$ cat config.mk
export PLATFORM = sky130hd
export DESIGN_NAME = div_ctrl
export DESIGN_NICKNAME = d
export VERILOG_FILES = /design/src/rtl/div_ctrl.sv
export SDC_FILE = /design/constraint.sdc
export NUM_CORES = 1
export LEC_CHECK = 0
export BUFFER_PORTS_ARGS = -buffer_cell sky130_fd_sc_hd__buf_2
export CORE_ASPECT_RATIO = 1.5
export CORE_MARGIN = 5
export CORE_UTILIZATION = 38
export CTS_BUF_LIST = sky130_fd_sc_hd__clkbuf_8
export DETAILED_ROUTE_END_ITERATION = 10
export PLACE_DENSITY = 0.62
export SLEW_MARGIN = 15
export SYNTH_ARGS = -nofsm -noshare
export SYNTH_HDL_FRONTEND = slang
export SYNTH_SLANG_ARGS = --single-unit
$ cat constraint.sdc
create_clock -name clk -period 2.4 [get_ports clk]
set_clock_uncertainty 0.2 [all_clocks]
set_input_delay 0.24 -clock clk [delete_from_list [all_inputs] [get_ports clk]]
set_output_delay 0.24 -clock clk [all_outputs]
set_load 0.02 [all_outputs]
$ cat src/rtl/div_ctrl.sv
// div_ctrl: sequences RISC-V DIV/DIVU/REM/REMU onto a shared multi-cycle divider with special-case and last-result reuse
module div_ctrl #(
  parameter int WIDTH    = 32,
  parameter bit CACHE_EN = 1'b1
) (
  input  logic             clk,
  input  logic             rst,
  input  logic             req_valid,
  input  logic [1:0]       req_op,
  input  logic [WIDTH-1:0] req_rs1,
  input  logic [WIDTH-1:0] req_rs2,
  input  logic [4:0]       req_rd,
  input  logic             flush,
  output logic             stall,
  output logic             resp_valid,
  output logic [WIDTH-1:0] resp_data,
  output logic [4:0]       resp_rd,
  output logic             div_start,
  output logic [WIDTH-1:0] div_dividend,
  output logic [WIDTH-1:0] div_divisor,
  output logic             div_sign,
  input  logic             div_busy,
  input  logic [WIDTH-1:0] div_quotient,
  input  logic [WIDTH-1:0] div_remainder
);
  localparam logic [2:0] IDLE = 3'd0, LAUNCH = 3'd1, WAIT = 3'd2, DRAIN = 3'd3, DONE = 3'd4;
  localparam logic [WIDTH-1:0] MIN = {1'b1, {(WIDTH-1){1'b0}}};
  logic [2:0]       state_q, state_d;
  logic             sel_rem_q, sel_rem_d, sign_q, sign_d;
  logic [WIDTH-1:0] rs1_q, rs1_d, rs2_q, rs2_d, quo_q, quo_d, rem_q, rem_d;
  logic [4:0]       rd_q, rd_d;
  logic             c_valid_q, c_valid_d, c_sign_q, c_sign_d;
  logic [WIDTH-1:0] c_rs1_q, c_rs1_d, c_rs2_q, c_rs2_d, c_quo_q, c_quo_d, c_rem_q, c_rem_d;
  logic             accept, ovf, hit;
  assign accept = req_valid && !flush && !div_busy;
  assign ovf = !req_op[0] && req_rs1 == MIN && req_rs2 == '1;
  assign hit = CACHE_EN && c_valid_q && c_rs1_q == req_rs1 && c_rs2_q == req_rs2 && c_sign_q == !req_op[0];
  always_comb begin
    state_d = state_q;
    sel_rem_d = sel_rem_q;
    sign_d = sign_q;
    rs1_d = rs1_q;
    rs2_d = rs2_q;
    rd_d = rd_q;
    quo_d = quo_q;
    rem_d = rem_q;
    c_valid_d = c_valid_q;
    c_sign_d = c_sign_q;
    c_rs1_d = c_rs1_q;
    c_rs2_d = c_rs2_q;
    c_quo_d = c_quo_q;
    c_rem_d = c_rem_q;
    case (state_q)
      IDLE: if (accept) begin
        sel_rem_d = req_op[1];
        sign_d = !req_op[0];
        rs1_d = req_rs1;
        rs2_d = req_rs2;
        rd_d = req_rd;
        state_d = DONE;
        if (req_rs2 == '0) begin
          quo_d = '1;
          rem_d = req_rs1;
        end else if (ovf) begin
          quo_d = MIN;
          rem_d = '0;
        end else if (hit) begin
          quo_d = c_quo_q;
          rem_d = c_rem_q;
        end else state_d = LAUNCH;
      end
      LAUNCH: state_d = flush ? IDLE : WAIT;
      WAIT: if (flush) state_d = DRAIN;
      else if (!div_busy) begin
        quo_d = div_quotient;
        rem_d = div_remainder;
        c_valid_d = 1'b1;
        c_sign_d = sign_q;
        c_rs1_d = rs1_q;
        c_rs2_d = rs2_q;
        c_quo_d = div_quotient;
        c_rem_d = div_remainder;
        state_d = DONE;
      end
      DRAIN: state_d = div_busy ? DRAIN : IDLE;
      default: state_d = IDLE;
    endcase
  end
  always_ff @(posedge clk) begin
    if (rst) begin
      state_q <= IDLE;
      sel_rem_q <= 1'b0;
      sign_q <= 1'b0;
      rs1_q <= '0;
      rs2_q <= '0;
      rd_q <= '0;
      quo_q <= '0;
      rem_q <= '0;
      c_valid_q <= 1'b0;
      c_sign_q <= 1'b0;
      c_rs1_q <= '0;
      c_rs2_q <= '0;
      c_quo_q <= '0;
      c_rem_q <= '0;
    end else begin
      state_q <= state_d;
      sel_rem_q <= sel_rem_d;
      sign_q <= sign_d;
      rs1_q <= rs1_d;
      rs2_q <= rs2_d;
      rd_q <= rd_d;
      quo_q <= quo_d;
      rem_q <= rem_d;
      c_valid_q <= c_valid_d;
      c_sign_q <= c_sign_d;
      c_rs1_q <= c_rs1_d;
      c_rs2_q <= c_rs2_d;
      c_quo_q <= c_quo_d;
      c_rem_q <= c_rem_d;
    end
  end
  assign div_start = state_q == LAUNCH && !flush;
  assign resp_valid = state_q == DONE && !flush;
  assign resp_data = resp_valid ? (sel_rem_q ? rem_q : quo_q) : '0;
  assign resp_rd = resp_valid ? rd_q : '0;
  assign stall = req_valid && !resp_valid;
  assign div_dividend = rs1_q;
  assign div_divisor = rs2_q;
  assign div_sign = sign_q;
endmodule
==> summary.txt <==
Status
  – Outcome: finished with violations
  – Failing checks: setup timing

Synthesis
  – Synth cell types: 44
  – XOR/XNOR Fraction of Synth Area: 3.30%
  – Synth area leaders: dfxtp_1, a21oi_1, nand2_1, o211ai_2, clkbuf_1
  – Post-synth EDFFs: 0
  – Main combinational cell family by area after synthesis: compound AO/OA/AOI/OAI gates
  – Cell accounting for the most synthesized area: dfxtp_1
  – Mapped Cells: 1670
  – Dominant synthesized flop cell: dfxtp_1
  – Mapped Avg Cell Area: 7.64 um2
  – Post-synthesis adder-cell area fraction: 0%
  – Synth Area in Compound Gates: 27.2%
  – Syn. warnings: 0
  – Simple-gate share of the synthesized area: 19.5%
  – Sequential fraction of the synthesis area: 42.1%
  – Post-synthesis mux area share: 2.51%
  – Post-synth top area share: 42.1%
  – Mapped Area: 0.0128 mm2
  – FFs w/ async S/R, synth: 0%
  – Syn_nets: 1810
  – FF+latch count, synth: 268

Cells and area
  – Nets: 2219
  – Commonest non-fill, non-tap cell in the layout: nand2_1
  – Ratio of cells with drive above 1 in the final layout: 25.5%
  – Fill count: 3116
  – Final Non-Filler Cells: 2532
  – Commonest non-fill, non-tap cells in the layout: nand2_1, a21oi_1, dfxtp_1
  – Synthesis-to-finish area growth: 38.6%

STA
  – Final period util: 109%
  – Max-slew violations: 0
  – Peak Freq: 383 MHz
  – Max_slew headroom: 50.8%
  – Setup WS post-layout: -0.210 ns
  – Period minus WS final: 2.61 ns
  – Final Hold Viols: 0
  – RSZ-0062 raised after global routing: yes
  – Tightest Pin Transition: 0.739 ns
  – Final setup violation count: 66
  – Hold slack: 0.139 ns

Detailed routing
  – Routed WL: 47700 um
  – Routed vias: 13595
  – Pre-antenna DRT Iters: 7
  – Routed len/inst: 18.8 um
  – Starting DRT DRC Count: 915
  – Via density: 5.37
  – # DRC: 0
  – Antenna-violating nets left: 0

Clocking
  – Clock sink total: 268
  – CTS tree: yes
  – Clk slew on worst S/H paths: 0.06 ns
  – Longest Clk Path Bufs: 3
  – Clock Latency Late Sink: 0.58 ns
  – Clock tree root driver cell: clkbuf_8
  – Htree depth: 2
  – Number of CTS-inserted buffers: 43

Power and ir drop
  – Clock Power Share: 41.6%
  – Pwr Total: 9.62 mW
  – Pleak: 6.49 nW
  – Net Sw Frac: 26.1%
  – PwrDens: 544 mW/mm2
  – Combinational share of power: 11.2%
  – Peak VDD IR: 0.000283 V
  – Internal: 7.11 mW
  – Sequential cell fraction of total power: 47.2%
  – Sw Pwr: 2.51 mW

Worst setup path
  – Internal reg-to-reg setup slack: -0.21 ns
  – Critical path type: reg -> reg
  – Worst R2R End: quo_q[15]
  – CP startpoint kind: flop
  – Critical Path AT: 2.91 ns
  – Setup crit start: c_rs2_q[9]
  – Worst reg-to-reg path cell count: 12
  – Crit end category: flop
  – Critical Path Fanout Max: 7
  – Reg-to-Reg Start: c_rs2_q[9]
  – Worst Setup EP: quo_q[15]
  – CP required: 2.70 ns

Global routing
  – Vias in the first global route: 13048
  – First-pass GRT wire length: 73100 um
  – Initial antenna violation count: 4
  – GRT Total Usage: 24.2%
  – GR Overflow Total: 0
  – Largest net degree at the start of global routing: 109

Die
  – Top-level port count: 245
  – Die area: 0.0374 mm2
  – Starting density of the core: 38.3%
  – Floorplan row count: 82
  – Die Width: 160 um
  – Core Region: 0.0333 mm2
  – Chip height: 234 um

Placement
  – Detailed Place HPWL: 31700 um
  – Routability cong.: 0.912
  – Dpl cells: 2303
  – Port Buffers: 244

Worst hold path
  – Hold crit path type: in -> reg

Run
  – Max cap viols: 0
sequential cells by signal, summed over array words and instances, names as in the netlist, 3 cells and up:
signal        count
c_quo_q          32
div_dividend     32
c_rs1_q          32
rd_q              5
div_divisor      32
c_rem_q          32
c_rs2_q          32
quo_q            32
state_q           3
rem_q            32
routing by layer:
layer | share of wire [%] | GRT usage (%)
met1 | 39 | 28.8
met2 | 50 | 42.8
met3 | 5.5 | 3.57
met4 | 5.0 | 11.7
met5 | 0 | 0
kinds of logic (layout without fill, tap and decap cells):
group,count (synthesis),in the layout
xor+xnor,48,48
compound gates,567,567
other cells,0,4
simple gates,594,594
mux,32,32
flops,268,268
buf+inv,161,599
critical path: stages (launching register included):
cell,delay [ns]
dfxtp_2,0.34
xnor2_2,0.17
buf_4,0.18
nand4_1,0.15
nor4_4,0.35
buf_4,0.17
nand4_1,0.16
o2bb2ai_4,0.20
buf_12,0.17
buf_12,0.11
buf_8,0.12
o21ai_4,0.06
a21oi_2,0.14
worst min path at each step:
stage / from / endpoint / slack, ns / depth (start not counted)
global route: req_rs1[19] / rem_q[19] / 0.15 / 5
detailed placement: rd_q[0] / rd_q[0] / 0.24 / 2
floorplan: req_op[0] / div_sign / 0.14 / 1
finish: req_rs1[19] / rem_q[19] / 0.14 / 5
global placement: rd_q[0] / rd_q[0] / 0.24 / 2
CTS: req_rs1[19] / rem_q[19] / 0.09 / 5
Yosys cell counts, types with 20 or more instances:
library cell and number:
mux2i_1 32, o21ai_0 33, nor4_1 20, clkbuf_1 125, xnor2_1 45, nand2_1 404
nor2_1 107, dfxtp_1 268, o211ai_2 60, a21oi_1 357, o21ai_1 63, o211ai_1 35
layout make-up:
| class | count | area [um2] | share of cell area [%] |
|---|---|---|---|
| Clock inverter | 20 | 113 | 0.637 |
| Clock buffer | 54 | 743 | 4.20 |
| Timing Repair Buffer | 513 | 4010 | 22.7 |
| Antenna cell | 4 | 10.0 | 0.0566 |
| Sequential cell | 268 | 5380 | 30.4 |
| Inverter | 12 | 48.8 | 0.276 |
| Multi-Input combinational cell | 1241 | 6860 | 38.8 |
| Tap cell | 420 | 526 | 2.97 |
power by group through the flow:
stage          registers (mW)  logic [mW]  clock network (mW)
2_1_floorplan            4.68       0.333                   0
3_3_place_gp             4.64       0.864                   0
3_5_place_dp             4.64       0.867                   0
4_1_cts                  4.54        1.06                4.08
5_1_grt                  4.54        1.15                4.27
6_report                 4.54        1.08                4.00
per-stage QoR:
stage	setup TNS, ns	worst slack (ns)	util, %	area, um2
3_5_place_dp	-29.74	-0.488	45.2	15100
3_3_place_gp	-31.03	-0.505	45.2	15100
5_1_grt	-15.01	-0.288	53.0	17700
4_1_cts	-12.25	-0.224	52.6	17500
6_report	-10.81	-0.210	53.0	17700
2_1_floorplan	0	0.175	-	12800
what timing repair did:
item                                    CTS  global route
setup buffers                             4             6
cloned                                    3             0
endpoints found under the setup margin   83            89
hold buffers                            138             0
pin swaps                                17            23
gates resized for setup                  23            32
endpoints found under the hold margin   224             0
No activity file was read; power rests on OpenSTA's default activity.
